[src/rtl/bank_biu_pkg.sv]
// Shared constants and types for the bank-side linefill read bus interface.
package bank_biu_pkg;

  localparam int LF_ID_WIDTH   = 6;
  localparam int LF_BEAT_WIDTH = 128;
  localparam int LF_LINE_WIDTH = 256;

  localparam logic [1:0] AXI_BURST_INCR = 2'b01;
  localparam logic [2:0] AXI_SIZE_16B   = 3'b100;
  localparam logic [1:0] AXI_RESP_OKAY  = 2'b00;
  localparam logic [7:0] LF_ARLEN       = 8'd1;

  typedef enum logic {
    BEAT0 = 1'b0,
    BEAT1 = 1'b1
  } lf_beat_e;

endpackage

[src/rtl/bank_biu_linefill_rd_if.sv]
// Bundle of htu request, AXI read (AR/R) and isu line channels for the linefill reader.
interface bank_biu_linefill_rd_if #(
  parameter int ADDR_WIDTH = 32
);
  import bank_biu_pkg::*;

  logic                     htu_biu_lf_valid_i;
  logic                     htu_biu_lf_ready_o;
  logic [ADDR_WIDTH-1:0]    htu_biu_lf_addr_i;
  logic [2:0]               htu_biu_lf_set_i;
  logic [2:0]               htu_biu_lf_way_i;

  logic                     m_arvalid_o;
  logic                     m_arready_i;
  logic [ADDR_WIDTH-1:0]    m_araddr_o;
  logic [LF_ID_WIDTH-1:0]   m_arid_o;
  logic [7:0]               m_arlen_o;
  logic [2:0]               m_arsize_o;
  logic [1:0]               m_arburst_o;

  logic                     m_rvalid_i;
  logic                     m_rready_o;
  logic [LF_BEAT_WIDTH-1:0] m_rdata_i;
  logic [LF_ID_WIDTH-1:0]   m_rid_i;
  logic                     m_rlast_i;
  logic [1:0]               m_rresp_i;

  logic                     biu_isu_rvalid_o;
  logic                     biu_isu_rready_i;
  logic [LF_LINE_WIDTH-1:0] biu_isu_rdata_o;
  logic [LF_ID_WIDTH-1:0]   biu_isu_rid_o;

  // Block-side view
  modport slave (
    input  htu_biu_lf_valid_i, htu_biu_lf_addr_i, htu_biu_lf_set_i, htu_biu_lf_way_i,
    output htu_biu_lf_ready_o,
    output m_arvalid_o, m_araddr_o, m_arid_o, m_arlen_o, m_arsize_o, m_arburst_o,
    input  m_arready_i,
    input  m_rvalid_i, m_rdata_i, m_rid_i, m_rlast_i, m_rresp_i,
    output m_rready_o,
    output biu_isu_rvalid_o, biu_isu_rdata_o, biu_isu_rid_o,
    input  biu_isu_rready_i
  );

  // Environment-side view
  modport master (
    output htu_biu_lf_valid_i, htu_biu_lf_addr_i, htu_biu_lf_set_i, htu_biu_lf_way_i,
    input  htu_biu_lf_ready_o,
    input  m_arvalid_o, m_araddr_o, m_arid_o, m_arlen_o, m_arsize_o, m_arburst_o,
    output m_arready_i,
    output m_rvalid_i, m_rdata_i, m_rid_i, m_rlast_i, m_rresp_i,
    input  m_rready_o,
    input  biu_isu_rvalid_o, biu_isu_rdata_o, biu_isu_rid_o,
    output biu_isu_rready_i
  );

endinterface

[src/rtl/bank_biu_lf_req_fifo.sv]
// Small synchronous FIFO holding pending linefill requests; full is state-derived (no pop bypass).
module bank_biu_lf_req_fifo #(
  parameter int WIDTH = 38,
  parameter int DEPTH = 4
) (
  input  logic             clk_i,
  input  logic             rst_i,
  input  logic             push_i,
  input  logic [WIDTH-1:0] wdata_i,
  input  logic             pop_i,
  output logic [WIDTH-1:0] rdata_o,
  output logic             empty_o,
  output logic             full_o
);

  localparam int PW = $clog2(DEPTH);

  logic [DEPTH-1:0][WIDTH-1:0] mem_q;
  logic [PW-1:0]               wr_ptr_q, rd_ptr_q;
  logic [PW:0]                 cnt_q;
  logic                        do_push, do_pop;

  assign full_o  = (cnt_q == (PW+1)'(DEPTH));
  assign empty_o = (cnt_q == '0);
  assign do_push = push_i & ~full_o;
  assign do_pop  = pop_i & ~empty_o;
  assign rdata_o = mem_q[rd_ptr_q];

  always_ff @(posedge clk_i or negedge rst_i) begin
    if (!rst_i) begin
      mem_q    <= '0;
      wr_ptr_q <= '0;
      rd_ptr_q <= '0;
      cnt_q    <= '0;
    end else begin
      if (do_push) begin
        mem_q[wr_ptr_q] <= wdata_i;
        wr_ptr_q        <= wr_ptr_q + PW'(1);
      end
      if (do_pop) rd_ptr_q <= rd_ptr_q + PW'(1);
      unique case ({do_push, do_pop})
        2'b10:   cnt_q <= cnt_q + (PW+1)'(1);
        2'b01:   cnt_q <= cnt_q - (PW+1)'(1);
        default: cnt_q <= cnt_q;
      endcase
    end
  end

endmodule

[src/rtl/bank_biu_linefill_rd.sv]
// Linefill read BIU: queues htu requests, issues 2-beat AXI bursts, assembles 256-bit lines for the isu.
// Optional BANK_BIU_LF_PERF_EN adds delivered-line and inflight high-water counters.
module bank_biu_linefill_rd
  import bank_biu_pkg::*;
#(
  parameter int ADDR_WIDTH      = 32,
  parameter int REQ_DEPTH       = 4,
  parameter int MAX_OUTSTANDING = 8
) (
  input  logic                                   clk_i,
  input  logic                                   rst_i,
  bank_biu_linefill_rd_if.slave                  bus,
  output logic                                   lf_err_o,
  output logic [$clog2(MAX_OUTSTANDING+1)-1:0]   lf_inflight_cnt_o
`ifdef BANK_BIU_LF_PERF_EN
  ,
  output logic [31:0]                            lf_perf_lines_o,
  output logic [$clog2(MAX_OUTSTANDING+1)-1:0]   lf_perf_max_inflight_o
`endif
);

  localparam int CW = $clog2(MAX_OUTSTANDING+1);
  localparam int FW = ADDR_WIDTH + LF_ID_WIDTH;

  logic [FW-1:0] fifo_wdata, fifo_rdata;
  logic          fifo_empty, fifo_full;
  logic          req_hs, ar_hs;
  logic          lf_addr_unused;

  // ---------------------------------------------------------------- request queue / AR
  // Line offset bits are dropped at enqueue so the head is already AR-ready.
  assign fifo_wdata     = {bus.htu_biu_lf_set_i, bus.htu_biu_lf_way_i,
                           bus.htu_biu_lf_addr_i[ADDR_WIDTH-1:5], 5'b0};
  assign lf_addr_unused = ^bus.htu_biu_lf_addr_i[4:0];
  assign req_hs         = bus.htu_biu_lf_valid_i & bus.htu_biu_lf_ready_o;

  bank_biu_lf_req_fifo #(.WIDTH(FW), .DEPTH(REQ_DEPTH)) u_req_fifo (
    .clk_i   (clk_i),
    .rst_i   (rst_i),
    .push_i  (req_hs),
    .wdata_i (fifo_wdata),
    .pop_i   (ar_hs),
    .rdata_o (fifo_rdata),
    .empty_o (fifo_empty),
    .full_o  (fifo_full)
  );

  logic [CW-1:0] cnt_q;

  assign bus.htu_biu_lf_ready_o = ~fifo_full;
  assign bus.m_arvalid_o        = ~fifo_empty & (cnt_q < CW'(MAX_OUTSTANDING));
  assign bus.m_araddr_o         = fifo_rdata[ADDR_WIDTH-1:0];
  assign bus.m_arid_o           = fifo_rdata[FW-1:ADDR_WIDTH];
  assign bus.m_arlen_o          = LF_ARLEN;
  assign bus.m_arsize_o         = AXI_SIZE_16B;
  assign bus.m_arburst_o        = AXI_BURST_INCR;
  assign ar_hs                  = bus.m_arvalid_o & bus.m_arready_i;

  // ---------------------------------------------------------------- beat FSM
  lf_beat_e                 state_q, state_d;
  logic [LF_BEAT_WIDTH-1:0] lo_data_q;
  logic [LF_ID_WIDTH-1:0]   lo_id_q;
  logic                     short_pend_q;
  logic                     out_vld_q;
  logic [LF_LINE_WIDTH-1:0] out_data_q;
  logic [LF_ID_WIDTH-1:0]   out_id_q;
  logic                     err_q;

  logic                     rready, r_hs, beat0_hs, beat1_hs, short_hs, last_hs;
  logic                     out_free, out_hs, line_ld, err_set;
  logic [LF_LINE_WIDTH-1:0] line_data;

  assign out_hs   = out_vld_q & bus.biu_isu_rready_i;
  assign out_free = ~out_vld_q | bus.biu_isu_rready_i;

  always_ff @(posedge clk_i or negedge rst_i) begin
    if (!rst_i) state_q <= BEAT0;
    else        state_q <= state_d;
  end

  always_comb begin
    state_d   = state_q;
    rready    = 1'b0;
    beat0_hs  = 1'b0;
    beat1_hs  = 1'b0;
    short_hs  = 1'b0;
    line_ld   = 1'b0;
    line_data = {{LF_BEAT_WIDTH{1'b0}}, lo_data_q};
    unique case (state_q)
      BEAT0: begin
        // A truncated burst parks in lo until the output register can take it.
        rready   = ~short_pend_q;
        beat0_hs = bus.m_rvalid_i & rready;
        short_hs = beat0_hs & bus.m_rlast_i;
        line_ld  = short_pend_q & out_free;
        if (beat0_hs && !bus.m_rlast_i) state_d = BEAT1;
      end
      BEAT1: begin
        rready    = out_free;
        beat1_hs  = bus.m_rvalid_i & rready;
        line_ld   = beat1_hs;
        line_data = {bus.m_rdata_i, lo_data_q};
        if (beat1_hs) state_d = BEAT0;
      end
      default: state_d = BEAT0;
    endcase
  end

  assign bus.m_rready_o = rready;
  assign r_hs           = bus.m_rvalid_i & rready;
  assign last_hs        = short_hs | beat1_hs;
  assign err_set        = (r_hs & (bus.m_rresp_i != AXI_RESP_OKAY)) | short_hs |
                          (beat1_hs & (~bus.m_rlast_i | (bus.m_rid_i != lo_id_q)));

  always_ff @(posedge clk_i or negedge rst_i) begin
    if (!rst_i) begin
      lo_data_q    <= '0;
      lo_id_q      <= '0;
      short_pend_q <= 1'b0;
      out_vld_q    <= 1'b0;
      out_data_q   <= '0;
      out_id_q     <= '0;
      err_q        <= 1'b0;
    end else begin
      if (beat0_hs) begin
        lo_data_q <= bus.m_rdata_i;
        lo_id_q   <= bus.m_rid_i;
      end
      if (short_hs)     short_pend_q <= 1'b1;
      else if (line_ld) short_pend_q <= 1'b0;
      if (line_ld) begin
        out_vld_q  <= 1'b1;
        out_data_q <= line_data;
        out_id_q   <= lo_id_q;
      end else if (out_hs) begin
        out_vld_q  <= 1'b0;
        out_data_q <= '0;
        out_id_q   <= '0;
      end
      if (err_set) err_q <= 1'b1;
    end
  end

  assign bus.biu_isu_rvalid_o = out_vld_q;
  assign bus.biu_isu_rdata_o  = out_data_q;
  assign bus.biu_isu_rid_o    = out_id_q;
  assign lf_err_o             = err_q;

  // ---------------------------------------------------------------- outstanding count
  always_ff @(posedge clk_i or negedge rst_i) begin
    if (!rst_i) cnt_q <= '0;
    else begin
      unique case ({ar_hs, last_hs & (cnt_q != '0)})
        2'b10:   cnt_q <= cnt_q + CW'(1);
        2'b01:   cnt_q <= cnt_q - CW'(1);
        default: cnt_q <= cnt_q;
      endcase
    end
  end

  assign lf_inflight_cnt_o = cnt_q;

`ifdef BANK_BIU_LF_PERF_EN
  logic [31:0]   perf_lines_q;
  logic [CW-1:0] perf_max_q;

  always_ff @(posedge clk_i or negedge rst_i) begin
    if (!rst_i) begin
      perf_lines_q <= '0;
      perf_max_q   <= '0;
    end else begin
      if (out_hs && (perf_lines_q != 32'hFFFF_FFFF)) perf_lines_q <= perf_lines_q + 32'd1;
      if (cnt_q > perf_max_q) perf_max_q <= cnt_q;
    end
  end

  assign lf_perf_lines_o        = perf_lines_q;
  assign lf_perf_max_inflight_o = perf_max_q;
`endif

endmodule

[src/flat_wrapper.sv]
// flat-port wrapper written by rule: the top's interface ports become plain ports
module bank_biu_linefill_rd_flat import bank_biu_pkg::*;
#(
  parameter int ADDR_WIDTH      = 32,
  parameter int REQ_DEPTH       = 4,
  parameter int MAX_OUTSTANDING = 8
)
  (clk_i, rst_i, lf_err_o, lf_inflight_cnt_o, bus_htu_biu_lf_valid_i, bus_htu_biu_lf_addr_i, bus_htu_biu_lf_set_i, bus_htu_biu_lf_way_i, bus_htu_biu_lf_ready_o, bus_m_arvalid_o, bus_m_araddr_o, bus_m_arid_o, bus_m_arlen_o, bus_m_arsize_o, bus_m_arburst_o, bus_m_arready_i, bus_m_rvalid_i, bus_m_rdata_i, bus_m_rid_i, bus_m_rlast_i, bus_m_rresp_i, bus_m_rready_o, bus_biu_isu_rvalid_o, bus_biu_isu_rdata_o, bus_biu_isu_rid_o, bus_biu_isu_rready_i);
  bank_biu_linefill_rd_if #(.ADDR_WIDTH(ADDR_WIDTH)) bus_i ();
  input  logic clk_i;
  input  logic rst_i;
  output logic lf_err_o;
  output logic [$clog2(MAX_OUTSTANDING+1)-1:0] lf_inflight_cnt_o;
  input wire logic [$bits(bus_i.htu_biu_lf_valid_i)-1:0] bus_htu_biu_lf_valid_i;
  input wire logic [$bits(bus_i.htu_biu_lf_addr_i)-1:0] bus_htu_biu_lf_addr_i;
  input wire logic [$bits(bus_i.htu_biu_lf_set_i)-1:0] bus_htu_biu_lf_set_i;
  input wire logic [$bits(bus_i.htu_biu_lf_way_i)-1:0] bus_htu_biu_lf_way_i;
  output wire logic [$bits(bus_i.htu_biu_lf_ready_o)-1:0] bus_htu_biu_lf_ready_o;
  output wire logic [$bits(bus_i.m_arvalid_o)-1:0] bus_m_arvalid_o;
  output wire logic [$bits(bus_i.m_araddr_o)-1:0] bus_m_araddr_o;
  output wire logic [$bits(bus_i.m_arid_o)-1:0] bus_m_arid_o;
  output wire logic [$bits(bus_i.m_arlen_o)-1:0] bus_m_arlen_o;
  output wire logic [$bits(bus_i.m_arsize_o)-1:0] bus_m_arsize_o;
  output wire logic [$bits(bus_i.m_arburst_o)-1:0] bus_m_arburst_o;
  input wire logic [$bits(bus_i.m_arready_i)-1:0] bus_m_arready_i;
  input wire logic [$bits(bus_i.m_rvalid_i)-1:0] bus_m_rvalid_i;
  input wire logic [$bits(bus_i.m_rdata_i)-1:0] bus_m_rdata_i;
  input wire logic [$bits(bus_i.m_rid_i)-1:0] bus_m_rid_i;
  input wire logic [$bits(bus_i.m_rlast_i)-1:0] bus_m_rlast_i;
  input wire logic [$bits(bus_i.m_rresp_i)-1:0] bus_m_rresp_i;
  output wire logic [$bits(bus_i.m_rready_o)-1:0] bus_m_rready_o;
  output wire logic [$bits(bus_i.biu_isu_rvalid_o)-1:0] bus_biu_isu_rvalid_o;
  output wire logic [$bits(bus_i.biu_isu_rdata_o)-1:0] bus_biu_isu_rdata_o;
  output wire logic [$bits(bus_i.biu_isu_rid_o)-1:0] bus_biu_isu_rid_o;
  input wire logic [$bits(bus_i.biu_isu_rready_i)-1:0] bus_biu_isu_rready_i;
  assign bus_i.htu_biu_lf_valid_i = bus_htu_biu_lf_valid_i;
  assign bus_i.htu_biu_lf_addr_i = bus_htu_biu_lf_addr_i;
  assign bus_i.htu_biu_lf_set_i = bus_htu_biu_lf_set_i;
  assign bus_i.htu_biu_lf_way_i = bus_htu_biu_lf_way_i;
  assign bus_htu_biu_lf_ready_o = bus_i.htu_biu_lf_ready_o;
  assign bus_m_arvalid_o = bus_i.m_arvalid_o;
  assign bus_m_araddr_o = bus_i.m_araddr_o;
  assign bus_m_arid_o = bus_i.m_arid_o;
  assign bus_m_arlen_o = bus_i.m_arlen_o;
  assign bus_m_arsize_o = bus_i.m_arsize_o;
  assign bus_m_arburst_o = bus_i.m_arburst_o;
  assign bus_i.m_arready_i = bus_m_arready_i;
  assign bus_i.m_rvalid_i = bus_m_rvalid_i;
  assign bus_i.m_rdata_i = bus_m_rdata_i;
  assign bus_i.m_rid_i = bus_m_rid_i;
  assign bus_i.m_rlast_i = bus_m_rlast_i;
  assign bus_i.m_rresp_i = bus_m_rresp_i;
  assign bus_m_rready_o = bus_i.m_rready_o;
  assign bus_biu_isu_rvalid_o = bus_i.biu_isu_rvalid_o;
  assign bus_biu_isu_rdata_o = bus_i.biu_isu_rdata_o;
  assign bus_biu_isu_rid_o = bus_i.biu_isu_rid_o;
  assign bus_i.biu_isu_rready_i = bus_biu_isu_rready_i;
  bank_biu_linefill_rd #(.ADDR_WIDTH(ADDR_WIDTH), .REQ_DEPTH(REQ_DEPTH), .MAX_OUTSTANDING(MAX_OUTSTANDING)) u_core (.clk_i(clk_i), .rst_i(rst_i), .bus(bus_i), .lf_err_o(lf_err_o), .lf_inflight_cnt_o(lf_inflight_cnt_o));
endmodule
[config.mk]
export PLATFORM = sky130hd
export DESIGN_NAME = bank_biu_linefill_rd_flat
export DESIGN_NICKNAME = d
export VERILOG_FILES = /design/src/rtl/bank_biu_pkg.sv /design/src/rtl/bank_biu_linefill_rd_if.sv /design/src/rtl/bank_biu_lf_req_fifo.sv /design/src/rtl/bank_biu_linefill_rd.sv /design/src/flat_wrapper.sv
export SDC_FILE = /design/constraint.sdc
export NUM_CORES = 1
export LEC_CHECK = 0
export ABC_AREA = 1
export BUFFER_PORTS_ARGS = -buffer_cell sky130_fd_sc_hd__buf_2
export CORE_ASPECT_RATIO = 1.1
export CORE_UTILIZATION = 58
export DETAILED_ROUTE_END_ITERATION = 8
export GPL_ROUTABILITY_DRIVEN = 0
export PLACE_DENSITY = 0.85
export SETUP_SLACK_MARGIN = 0.4
export SKIP_CTS_REPAIR_TIMING = 1
export SYNTH_ARGS = -nofsm -noshare
export SYNTH_HDL_FRONTEND = slang
export SYNTH_SLANG_ARGS = --single-unit
export TNS_END_PERCENT = 100
[constraint.sdc]
create_clock -name clk_i -period 4 [get_ports clk_i]
set_input_delay 0.8 -clock clk_i [delete_from_list [all_inputs] [get_ports clk_i]]
set_output_delay 0.8 -clock clk_i [all_outputs]
set_load 0.01 [all_outputs]
==> metrics.cfg <==
[cts]
cts_tree=yes
clockBufferDepth=3
cts_root_buffer=clkbuf_16
cts.clk_slew.worst_paths_ns=0.06
cts-buffers-inserted=52
htreeDepth=2
worstSkewPairLatency_ns=0.58
clock-sinks=543

[timing]
final_max_slew_viol_count=0
relSlewSlack_pct=30.0
min_period_ns=3.32
hold_violations=0
hold_ws_ns=0.222
rsz0062_at_grt=no
worst_pin_slew_ns=1.05
finalClockSkew_ns=0.0258
timing.setup.tns_ns=0
timing.fmax_mhz=301
setup_violations=0
period_share_pct=83.1

[critical_path]
r2r_setup_slack_ns=1.16
endpoint=bus_m_arid_o[0]
arrival_ns=2.52
critPathSlowestCell=inv_1
crit_path_max_incr_delay_ns=0.67
setup.worst_path.class=reg2out
cp_num_buf_inv=3
r2r_end=u_core.bus.biu_isu_rdata_o[235]
critPathMaxFanout=42
cpLargestDelayFamily=buffers and inverters
cp_cell_sequence=inv_1 -> buf_12 -> o21ai_0 -> o22ai_1 -> buf_2
critical_path_required_ns=3.20
r2r_start=u_core.state_q
cp-startpoint=u_core.u_req_fifo.rd_ptr_q[0]
worstSetupEndpointType=primary output
r2r_cells=7
startpoint_type=flop
crit_cells=5

[pwr]
seqPwrFrac_pct=41.0
switchingPower_mw=9.27
p_clk_share_pct=21.0
swShare_pct=40.8
peakVddDrop_mv=0.492
p_leak_nw=14.6
p_int_mw=13.4
p_total_mw=22.7
cellPowerDensity_nw_per_um2=864
combPwrFrac_pct=38.0

[logic_synthesis]
synth_edf_count=0
syn_area_um2=21900
async_flop_share_pct=100
syn_area_per_cell_um2=8.77
synth_cell_types=24
syn_inst=2498
ys_warn_count=0
seq_area_frac_synth_pct=62.0
ys_ff_latch=543
synth_ff_type=dfrtp_1

[detailed_routing]
wl_per_cell_um=18.4
ant_nets=0
totalWireLength_um=63700
dr.pass1.iters=7
drt_iter0_drc=1866
drt-vias-per-instance=5.56
routed-via-count=19200
drc=0

[grt]
grtUsageTotal_pct=32.3
grt_max_degree=123
grt.overflow.total=0
grt_first_pass_wirelength_um=97500
grt_pass1_vias=18400
antenna_found_initial=25

[placed_design]
place_hpwl_um=40300
portBuffers=479
placed_cell_area_um2=24600

[floorplanning]
die_y_um=206
fp-row-count=74
num_io_pins=503
core_area_um2=37200
design.die.area_um2=38600
start_util_pct=58.9
die_w_um=187

[final_layout]
final_area_um2=26300
nets=3101
area_growth_pct=19.9
final_layout_size_suffix_gt1_share_pct=20.3
final_cell_mix=nand2_1 (1062), dfrtp_1 (542), buf_2 (478)
final_common_cell=nand2_1
post-route-util_pct=70.6
fill_cells=2777

[outcome]
outcome=finished, final reports clean

[hold_path]
worstHoldPathType=in2async

[flow_run]
maxCapViolCount=0

synth_stat cells (3+ instances only):
library cell | instances | area [µm²]
nand3_1 | 43 | 215
inv_2 | 3 | 11.3
xnor2_1 | 3 | 26.3
dfrtp_1 | 543 | 13600
buf_4 | 24 | 180
nor2_1 | 80 | 300
xor2_1 | 4 | 35.0
ha_1 | 8 | 100
nand2_1 | 1063 | 3990
clkbuf_1 | 69 | 259
a21oi_1 | 4 | 20.0
inv_1 | 134 | 503
o21ai_1 | 10 | 50.1
buf_2 | 73 | 365
o21ai_0 | 394 | 1970
o22ai_1 | 33 | 206
flip-flops by register name (all words and copies together), names as in the netlist:
signal / cells
u_core.state_q: 1
u_core.u_req_fifo.rd_ptr_q: 2
u_core.lf_err_o: 1
u_core.u_req_fifo.cnt_q: 3
u_core.short_pend_q: 1
u_core.bus.biu_isu_rvalid_o: 1
u_core.bus.biu_isu_rdata_o: 256
u_core.lf_inflight_cnt_o: 4
u_core.lo_id_q: 6
u_core.lo_data_q: 128
u_core.u_req_fifo.mem_q: 132
u_core.u_req_fifo.wr_ptr_q: 2
u_core.bus.biu_isu_rid_o: 6
how the worst min path moves through the flow:
stage                                       to  depth (start not counted)                      startpoint
5_1_grt        u_core.bus.biu_isu_rdata_o[201]                          1                           rst_i
4_1_cts        u_core.bus.biu_isu_rdata_o[201]                          1                           rst_i
2_1_floorplan            u_core.lo_data_q[101]                          2           u_core.lo_data_q[101]
3_5_place_dp    u_core.bus.biu_isu_rdata_o[91]                          2  u_core.bus.biu_isu_rdata_o[91]
6_report       u_core.bus.biu_isu_rdata_o[201]                          1                           rst_i
3_3_place_gp    u_core.bus.biu_isu_rdata_o[95]                          2  u_core.bus.biu_isu_rdata_o[95]
per-layer routing:
metal,share of wire (%),wire length (µm),global-route usage (%),up-vias
li1,-,-,-,8636
met1,37,23800,39.8,9315
met2,48,30800,52.4,1039
met3,8.5,5410,7.13,231
met4,5.7,3660,20.1,6
met5,0.044,28,0,-
layout make-up:
cell class,count,area [µm²],area share (%)
Timing Repair Buffer,509,2750,10.5
Sequential cell,543,13600,51.7
Tap cell,494,618,2.35
Clock inverter,12,103,0.391
Antenna cell,23,57.6,0.219
Clock buffer,75,1530,5.83
Inverter,137,519,1.98
Multi-Input combinational cell,1668,7100,27.0
stage by stage:
stage	instances	worst slack [ns]
2_1_floorplan	2514	1.56
3_3_place_gp	3351	1.11
3_5_place_dp	3351	1.06
4_1_cts	3438	0.697
5_1_grt	3457	0.561
6_report	3461	0.676
kinds of logic after synthesis:
logic type	count (synthesis)	synth area share (%)
xor+xnor	7	0.280
flops	543	62.0
buf+inv	303	6.02
fa+ha+maj	9	0.548
simple gates	1191	20.8
other cells	2	0.0343
compound gates	443	10.3
power by group through the flow:
stage	clock network (mW)	registers (mW)	logic, mW
final	4.76	9.32	8.62
after global routing	5.01	9.54	9.52
after CTS	4.81	9.25	8.56
after detailed placement	0	9.30	8.44
after global placement	0	9.16	8.09
after floorplan	0	9.54	4.70
No activity file was read; power rests on OpenSTA's default activity.
